File: src/rtl/node_link_pkg.sv
// Shared definitions for the robot-to-base node report link.
// Imported by both the on-robot transmitter and the base-station receiver.
package node_link_pkg;

    localparam logic [7:0] SOF_BYTE    = 8'h7E;
    localparam int         FRAME_BYTES = 5;
    localparam int         COUNT_W     = 7;
    localparam int         MOIST_W     = 13;

    typedef enum logic [1:0] {
        IDLE,
        SEND,
        WAIT
    } tx_state_e;

    function automatic logic [7:0] frame_checksum(input logic [7:0] b1,
                                                  input logic [7:0] b2,
                                                  input logic [7:0] b3);
        return b1 ^ b2 ^ b3;
    endfunction

endpackage

File: src/rtl/node_report_tx_if.sv
// Node-report port bundle: detection inputs from navigation and the XBee-side outputs.
interface node_report_tx_if;
    import node_link_pkg::*;

    logic               node_event;
    logic               node_side;
    logic [MOIST_W-1:0] moisture;
    logic               tx;
    logic               busy;
    logic               dropped;

    modport master (
        output node_event, node_side, moisture,
        input  tx, busy, dropped
    );

    modport slave (
        input  node_event, node_side, moisture,
        output tx, busy, dropped
    );

endinterface

File: src/rtl/uart_tx_byte.sv
// 8N1 UART byte serializer with a CLK_DIV-cycle bit period and a registered line output.
// Back-to-back starts produce gapless frames.
module uart_tx_byte #(
    parameter int CLK_DIV = 868
) (
    input  logic       clock,
    input  logic       reset,
    input  logic       start,
    input  logic [7:0] data,
    output logic       tx,
    output logic       done
);

    localparam logic [15:0] LAST_CNT = 16'(CLK_DIV - 1);
    localparam logic [15:0] DONE_CNT = 16'(CLK_DIV - 2);

    logic        active;
    logic [3:0]  bit_idx;
    logic [15:0] cnt;
    logic [7:0]  data_q;
    logic        bit_end;
    logic        ready;

    assign bit_end = (cnt == LAST_CNT);

    // NOTE: done fires one cycle before the stop bit ends, and the last stop-bit
    // cycle counts as idle, so a caller's one-cycle SEND step lands on the boundary.
    assign done  = active && (bit_idx == 4'd9) && (cnt == DONE_CNT);
    assign ready = !active || ((bit_idx == 4'd9) && bit_end);

    // NOTE: sequential state uses non-blocking assignments only; the async reset
    // drives the line high the moment reset rises.
    always_ff @(posedge clock or posedge reset) begin
        if (reset) begin
            active  <= 1'b0;
            bit_idx <= '0;
            cnt     <= '0;
            data_q  <= '0;
            tx      <= 1'b1;
        end else if (start && ready) begin
            active  <= 1'b1;
            bit_idx <= '0;
            cnt     <= '0;
            data_q  <= data;
            tx      <= 1'b0;
        end else if (active) begin
            if (bit_end) begin
                cnt <= '0;
                if (bit_idx == 4'd9) begin
                    active <= 1'b0;
                end else begin
                    bit_idx <= bit_idx + 4'd1;
                    tx      <= (bit_idx == 4'd8) ? 1'b1 : data_q[bit_idx[2:0]];
                end
            end else begin
                cnt <= cnt + 16'd1;
            end
        end
    end

endmodule

File: src/rtl/node_report_tx.sv
// Latches a node report and sends it to the XBee as a 5-byte 8N1 packet:
// 7E, {side,count}, moisture hi, moisture lo, XOR checksum.
module node_report_tx
    import node_link_pkg::*;
#(
    parameter int CLK_DIV = 868
) (
    input  logic             clock,
    input  logic             reset,
    node_report_tx_if.slave  link
);

    tx_state_e          state_q, state_d;
    logic [2:0]         idx_q, idx_d;
    logic [COUNT_W-1:0] count_q;
    logic [7:0]         b1_q, b2_q, b3_q, b4_q;
    logic [7:0]         b1_d, b2_d, b3_d;
    logic               busy_q, dropped_q;
    logic               accept;
    logic               ser_start, ser_done, ser_tx;
    logic [7:0]         ser_data;

    assign accept = link.node_event && !busy_q;

    assign b1_d = {link.node_side, count_q};
    assign b2_d = {3'b000, link.moisture[MOIST_W-1:8]};
    assign b3_d = link.moisture[7:0];

    always_ff @(posedge clock or posedge reset) begin
        if (reset) begin
            state_q <= IDLE;
            idx_q   <= '0;
        end else begin
            state_q <= state_d;
            idx_q   <= idx_d;
        end
    end

    // NOTE: every combinational output gets a default first, so no path infers a latch.
    always_comb begin
        state_d   = state_q;
        idx_d     = idx_q;
        ser_start = 1'b0;
        unique case (state_q)
            IDLE: begin
                if (accept) begin
                    state_d = SEND;
                    idx_d   = '0;
                end
            end
            SEND: begin
                ser_start = 1'b1;
                state_d   = WAIT;
            end
            WAIT: begin
                if (ser_done) begin
                    if (idx_q == 3'(FRAME_BYTES - 1)) begin
                        state_d = IDLE;
                    end else begin
                        state_d = SEND;
                        idx_d   = idx_q + 3'd1;
                    end
                end
            end
            default: state_d = IDLE;
        endcase
    end

    always_comb begin
        ser_data = SOF_BYTE;
        unique case (idx_q)
            3'd1:    ser_data = b1_q;
            3'd2:    ser_data = b2_q;
            3'd3:    ser_data = b3_q;
            3'd4:    ser_data = b4_q;
            default: ser_data = SOF_BYTE;
        endcase
    end

    // busy spans the FSM plus the final stop bit, which ends one cycle after IDLE is re-entered.
    always_ff @(posedge clock or posedge reset) begin
        if (reset) begin
            busy_q    <= 1'b0;
            dropped_q <= 1'b0;
            count_q   <= '0;
        end else begin
            busy_q    <= accept || (busy_q && (state_q != IDLE));
            dropped_q <= link.node_event && busy_q;
            if (link.node_event) begin
                count_q <= count_q + 1'b1;
            end
        end
    end

    // NOTE: the payload registers are left without reset; they are only read after
    // an accept has loaded them.
    always_ff @(posedge clock) begin
        if (accept) begin
            b1_q <= b1_d;
            b2_q <= b2_d;
            b3_q <= b3_d;
            b4_q <= frame_checksum(b1_d, b2_d, b3_d);
        end
    end

    uart_tx_byte #(
        .CLK_DIV (CLK_DIV)
    ) u_uart_tx_byte (
        .clock (clock),
        .reset (reset),
        .start (ser_start),
        .data  (ser_data),
        .tx    (ser_tx),
        .done  (ser_done)
    );

    assign link.tx      = ser_tx;
    assign link.busy    = busy_q;
    assign link.dropped = dropped_q;

endmodule

File: src/flat_wrapper.sv
// flat-port wrapper written by rule: the top's interface ports become plain ports
module node_report_tx_flat import node_link_pkg::*;
#(
    parameter int CLK_DIV = 868
)
  (clock, reset, link_node_event, link_node_side, link_moisture, link_tx, link_busy, link_dropped);
  node_report_tx_if link_i ();
  input  logic clock;
  input  logic reset;
  input wire logic [$bits(link_i.node_event)-1:0] link_node_event;
  input wire logic [$bits(link_i.node_side)-1:0] link_node_side;
  input wire logic [$bits(link_i.moisture)-1:0] link_moisture;
  output wire logic [$bits(link_i.tx)-1:0] link_tx;
  output wire logic [$bits(link_i.busy)-1:0] link_busy;
  output wire logic [$bits(link_i.dropped)-1:0] link_dropped;
  assign link_i.node_event = link_node_event;
  assign link_i.node_side = link_node_side;
  assign link_i.moisture = link_moisture;
  assign link_tx = link_i.tx;
  assign link_busy = link_i.busy;
  assign link_dropped = link_i.dropped;
  node_report_tx #(.CLK_DIV(CLK_DIV)) u_core (.clock(clock), .reset(reset), .link(link_i));
endmodule
File: config.mk
export PLATFORM = sky130hd
export DESIGN_NAME = node_report_tx_flat
export DESIGN_NICKNAME = d
export VERILOG_FILES = /design/src/rtl/node_link_pkg.sv /design/src/rtl/node_report_tx_if.sv /design/src/rtl/uart_tx_byte.sv /design/src/rtl/node_report_tx.sv /design/src/flat_wrapper.sv
export SDC_FILE = /design/constraint.sdc
export NUM_CORES = 1
export LEC_CHECK = 0
export CORE_UTILIZATION = 60
export CTS_CLUSTER_DIAMETER = 120
export DETAILED_ROUTE_END_ITERATION = 16
export GPL_TIMING_DRIVEN = 0
export PLACE_DENSITY = 0.8
export SLEW_MARGIN = 25
export SYNTH_ARGS = -nofsm -noshare
export SYNTH_HDL_FRONTEND = slang
export SYNTH_SLANG_ARGS = --single-unit
File: constraint.sdc
create_clock -name clock -period 7.6 [get_ports clock]
set_input_delay 2.28 -clock clock [delete_from_list [all_inputs] [get_ports clock]]
set_output_delay 2.28 -clock clock [all_outputs]
set_load 0.03 [all_outputs]
After elaboration in Yosys (flattened, before gate mapping)
Index checks and enable logic that the tools add are counted.
Storage, ports and cells
  word-level logic and storage cells: 82
  output and inout bits: 3
  memories kept: 0
  bits in latches: 0
  input bits: 17
  bits in read-only memories: 0
  RAM bits: 0
  flip-flop bits (word level): 73
Cells by class
  eq/ne operators: 14
  div/mod/pow operators: 0
  multiplexer cells: 28
  shift-type cells: 0
  add/sub/neg operators: 4
  order comparisons: 1
  reduce and logical (&&, ||, !) cells: 19
  multiply operators: 0
  bitwise logic cells: 2
Operator list (count)
  two-way mux 16 bit: 3
  equality test 16 x 10 -> 1 bit (second input constant): 2
  one-hot mux 8 bit (4 select lines): 1
  adder 16 x 1 -> 16 bit (second input constant): 1
  two-way mux 4 bit: 4
  two-way mux 1 bit: 12
  two-way mux 3 bit: 3
  equality test 4 bit (second input constant): 2
  nonzero test 2 bit: 4
  XOR 8 x 5 -> 8 bit: 1
  XOR 8 bit: 1
  adder 7 x 1 -> 7 bit (second input constant): 1
  logical AND 1 bit: 7
  equality test 3 x 2 -> 1 bit (second input constant): 2
  one-hot mux 2 bit (3 select lines): 1
  one-hot mux 3 bit (2 select lines): 1
  adder 4 x 1 -> 4 bit (second input constant): 1
  < comparator 3 x 4 -> 1 bit (second input constant): 1
  two-way mux 2 bit: 2
  != test 2 x 1 -> 1 bit (second input constant): 2
  != test 2 bit (second input constant): 2
  AND reduction 4 bit: 1
  adder 3 x 1 -> 3 bit (second input constant): 1
  binary-select mux 1 bit (select 3 bit): 1
  9 further kinds: 11

Longest topological paths before layout
  word-level depth: 7
  depth in mapped cells: 7
  mapped depth without buffers: 6

By module
A second synthesis with hierarchy kept.
Unflattened totals
  cells, all modules: 288
  area total of the unflattened synthesis: 3549.7 um^2
Modules (own cells, without submodules)
  node_report_tx: cells each 134, instances 1, area each 1875.5 um^2, seq. area each 1221.2 um^2
  uart_tx_byte: cells each 154, instances 1, area each 1674.1 um^2, seq. area each 752.0 um^2

Worst setup path after synthesis
No wires, ideal clock.
  path type: input to register
  from: input port link_node_event
  to: register u_core.idx_q[1]
  buffers on the path: 1
  setup time: 146 ps
  setup slack: 3010 ps
  required time: 7454 ps
  cell stages on the path: 5
  data arrival time: 4445 ps
  cells stage by stage: clkbuf_1 > nor2b_1 > o211ai_1 > nand2_1 > o311ai_0
On the way
  longest elaborated chain between the ends: 3
Ends and longest elaborated chain
  start: declaration: RTL line flat_wrapper.sv:10  | input wire logic [$bits(link_i.node_event)-1:0] link_node_event;
  logical AND 1 bit: RTL line node_report_tx.sv:23  | assign accept = link.node_event && !busy_q;
  named net u_core.accept: RTL line node_report_tx.sv:19  | logic accept;
  != test 2 x 1 -> 1 bit (no line)
  AND reduction 4 bit (no line)
  end signal: assignment: RTL line node_report_tx.sv:35  | idx_q <= idx_d;
  end: declaration: RTL line node_report_tx.sv:14  | logic [2:0] idx_q, idx_d;
The timed path passes the listed nets, and every way through them passes these cells.
A chain may end at the register's enable or synchronous reset.

Final worst setup path
  from: register u_core.u_uart_tx_byte.tx
  to: output port link_tx
RTL lines
  start: declaration: RTL line uart_tx_byte.sv:10  | output logic tx,
  start signal: assignment: RTL line uart_tx_byte.sv:53  | tx <= (bit_idx == 4'd8) ? 1'b1 : data_q[bit_idx[2:0]];
  end: declaration: RTL line flat_wrapper.sv:13  | output wire logic [$bits(link_i.tx)-1:0] link_tx;
No word-level cell between the ends.

==> flow_summary_export.csv <==
group,metric,value,unit
setup_path,crit_family,"buffers and inverters",
setup_path,startpoint,"u_core.u_uart_tx_byte.tx",
sta,worst_pin_slew,0.652,ns
cells_and_area,drive_gt1_share,12.0,%
global_route,busiest_layer,"met2",
floorplan,ios,20,
setup_path,cp_slowest_cell,"clkdlybuf4s50_1",
drt,drcViolationCount,0,
clock_tree,clk_pin_slew,0.08,ns
clock_tree,root_buffer,"clkbuf_8",
synthesis,synth_edf_count,29,
global_route,grt_pass1_wl,11.7,mm
setup_path,cp_cell_sequence,"clkdlybuf4s50_1",
power_and_ir_drop,internal-power,814,uW
global_route,grtUsageMet2,39.6,%
synthesis,syn_avg_cell_area,11.6,um2
global_route,grt_pass1_vias,2494,
sta,max_slew_margin,56.3,%
sta,finalSetupViolations,0,
floorplan,initial_core_util,63.0,%
floorplan,die_height,78.8,um
floorplan,fp.dieW,78.8,um
global_route,grt_use_total,25.0,%
setup_path,cp.arrival,1.55,ns
power_and_ir_drop,p_leak,0.00157,uW
clock_tree,worstSkewPairLatency,0.36,ns
cells_and_area,layout_commonest_cell,"dfrtp_1",
min_path,hold_depth,1,
drt,num_vias,2532,
cells_and_area,final_cell_mix,"43 x dfrtp_1, 29 x edfxtp_1, 25 x nand2_1",
cells_and_area,area_delta_synth_final,14.4,%
clock_tree,cts_setup_buffers,0,
power_and_ir_drop,power.density,311,nW/um2
synthesis,yosys-top-cells-area,"dfrtp_1 30%, edfxtp_1 25%, ha_1 3.9%",
synthesis,syn-num-nets,334,
cells_and_area,finalNonFillerCells,414,
clock_tree,cts_sinks,73,
power_and_ir_drop,p_switching,445,uW
synthesis,ys_ff_latch,73,
global_route,antenna_found_initial,0,
synthesis,synth_cell_types,52,
drt,wirelength,6.85,mm
clock_tree,cts_tree,"built",
sta,period_share,50.4,%
power_and_ir_drop,swShare,35.3,%
setup_path,rr_startpoint,"u_core.idx_q[2]",
sta,rsz0062_at_grt,"false",
synthesis,yosysWarnings,0,
power_and_ir_drop,pwr-share-seq,49.4,%
synthesis,ys_seq_area_share,55.8,%
placed_design,place_congestion,0.815,
global_route,grtUsageMet1,34.2,%
drt,viasPerCell,6.12,
sta,hold_violations,0,
job,max_cap_viol_count,0,
drt,wl_per_cell,16.5,um
power_and_ir_drop,p_comb_share,27.9,%
global_route,met3_usage,3.91,%
clock_tree,cts_resized,0,
setup_path,rrSetupSlack,5.47,ns
drt,postRouteAntennaNets,0,
min_path,worst_hold_path.endpoint,"u_core.u_uart_tx_byte.data_q[2]",
placed_design,dp_hpwl,4.88,mm
min_path,min-delay-start,"u_core.u_uart_tx_byte.data_q[2]",
sta,fin_worst_skew,0.00893,ns
synthesis,synthesis.area,3530,um2
clock_tree,postCtsHoldBufs,0,
setup_path,r2r_end,"u_core.u_uart_tx_byte.data_q[5]",
sta,hold_ws,0.514,ns
cells_and_area,fin_nets,365,
global_route,gr-total-overflow,0,
setup_path,worst_ep_required_time,5.32,ns
synthesis,synthCells,306,
placed_design,dp.cells,398,
sta,slew_violations,0,
sta,tns,0,ns
drt,drtIter0Drc,248,
power_and_ir_drop,irDropWorstVdd,231,uV
power_and_ir_drop,clock_power_share,22.6,%
sta,max_freq,0.261,GHz
placed_design,io_buffers,18,
synthesis,synth-main-ff-cell,"dfrtp_1",
setup_path,reg2reg_depth,7,
setup_path,worst-path-stages,1,
clock_tree,cts_made_buffers,9,
global_route,grt_max_degree,31,
drt,drtPass1Iterations,5,
run_status,outcome,"completed",
setup_path,crit_buf_inv,1,
floorplan,num_rows,27,
synthesis,yosysTopAreaCell,"dfrtp_1",
synthesis,async_flop_share,60.3,%
cells_and_area,antenna_cells,0,
setup_path,start_kind,"flop",
min_path,hold_class,"flop to flop",
clock_tree,ctsHtreeMaxLevel,3,
floorplan,dieArea,6200,um2
setup_path,criticalPathCategory,"flop to output port",
floorplan,core_area,5610,um2
synthesis,synth_top_area_share,30.4,%
setup_path,end_kind,"output port",
setup_path,cp_max_fo,3,
clock_tree,clockBufferDepth,2,
setup_path,slowest_delay,0.66,ns
sta,period_needed,3.83,ns
-- routing by layer --
metal  share of wire, %  routed length (um)  vias to the layer above
met1                 47                3180                     1244
li1                   -                   -                     1204
met5                  0                   0                        -
met2                 48                3260                       71
met4                2.1                 141                        0
met3                3.8                 262                       13
-- logic make-up (layout without fill, tap and decap cells) --
group                      after synthesis  after routing  share of synthesized area (%)
buffers and inverters                   27             63                           3.01
muxes                                   11             11                           4.11
xor gates and xnor gates                21             21                           5.20
DFF                                     73             73                           55.8
AOI/OAI and AO/OA                       67             67                           13.1
and+or+nand+nor                         96             96                           14.9
adders and majority gates               11             11                           3.89
-- registers in the layout, indices dropped and copies added, names as in the netlist --
register / flops
u_core.state_q: 2
u_core.idx_q: 3
u_core.link.dropped: 1
u_core.b1_q: 8
u_core.u_uart_tx_byte.tx: 1
u_core.u_uart_tx_byte.active: 1
u_core.b3_q: 8
u_core.b4_q: 8
u_core.u_uart_tx_byte.cnt: 16
u_core.b2_q: 5
u_core.link.busy: 1
u_core.count_q: 7
u_core.u_uart_tx_byte.bit_idx: 4
u_core.u_uart_tx_byte.data_q: 8
-- area by class of cell --
type / count / area (um2)
timing repair buffer: 20 / 228
buffer: 13 / 53.8
clock inverter: 7 / 60.1
sequential: 73 / 1970
inverter: 14 / 52.6
fill: 404 / 1560
tap: 72 / 90.1
clock buffer: 9 / 124
multi-input combinational: 206 / 1460
-- power groups by stage --
stage / sequential [uW] / combinational (uW) / clock (uW)
after floorplan: 613 / 243 / 0
after detailed placement: 631 / 350 / 0
final: 622 / 352 / 285
after CTS: 623 / 353 / 289
after global placement: 624 / 325 / 0
after global routing: 638 / 394 / 307
-- synthesized netlist by cell type (2+ instances only) --
cell	count
or3_1	4
xnor2_1	13
o21ai_0	14
o31ai_1	7
clkbuf_1	9
buf_2	3
nor3b_1	2
a22oi_1	11
edfxtp_1	29
dfrtp_1	43
mux4_2	2
a31o_2	2
a222oi_1	2
a21oi_1	12
nand3_1	11
and3_1	4
and2_1	6
nand3b_1	2
nand2_1	25
nor2_1	9
or4_1	6
o2111ai_1	2
nor4_1	2
nor2b_1	7
nand4_1	8
xor2_1	8
o211ai_1	5
ha_1	11
nand2b_1	2
mux2_2	8
a22o_1	3
inv_1	14
-- worst max-delay path by stage --
stage                 endpoint  slack (ns)
3_3_place_gp   u_core.idx_q[1]        2.47
5_1_grt                link_tx        3.73
4_1_cts                link_tx        3.75
3_5_place_dp   u_core.idx_q[1]        4.06
6_report               link_tx        3.77
2_1_floorplan  u_core.idx_q[1]        3.01
-- metrics by stage --
stage / area [um2] / setup slack [ns] / power, uW / utilization [%]
after floorplan: 3530 / 3.01 / 856 / -
after global placement: 3800 / 2.47 / 948 / 67.8
after detailed placement: 3860 / 4.06 / 981 / 68.8
after CTS: 4040 / 3.75 / 1260 / 72.1
after global routing: 4040 / 3.73 / 1340 / 72.1
final: 4040 / 3.77 / 1260 / 72.1
No activity file was read; power rests on OpenSTA's default activity.
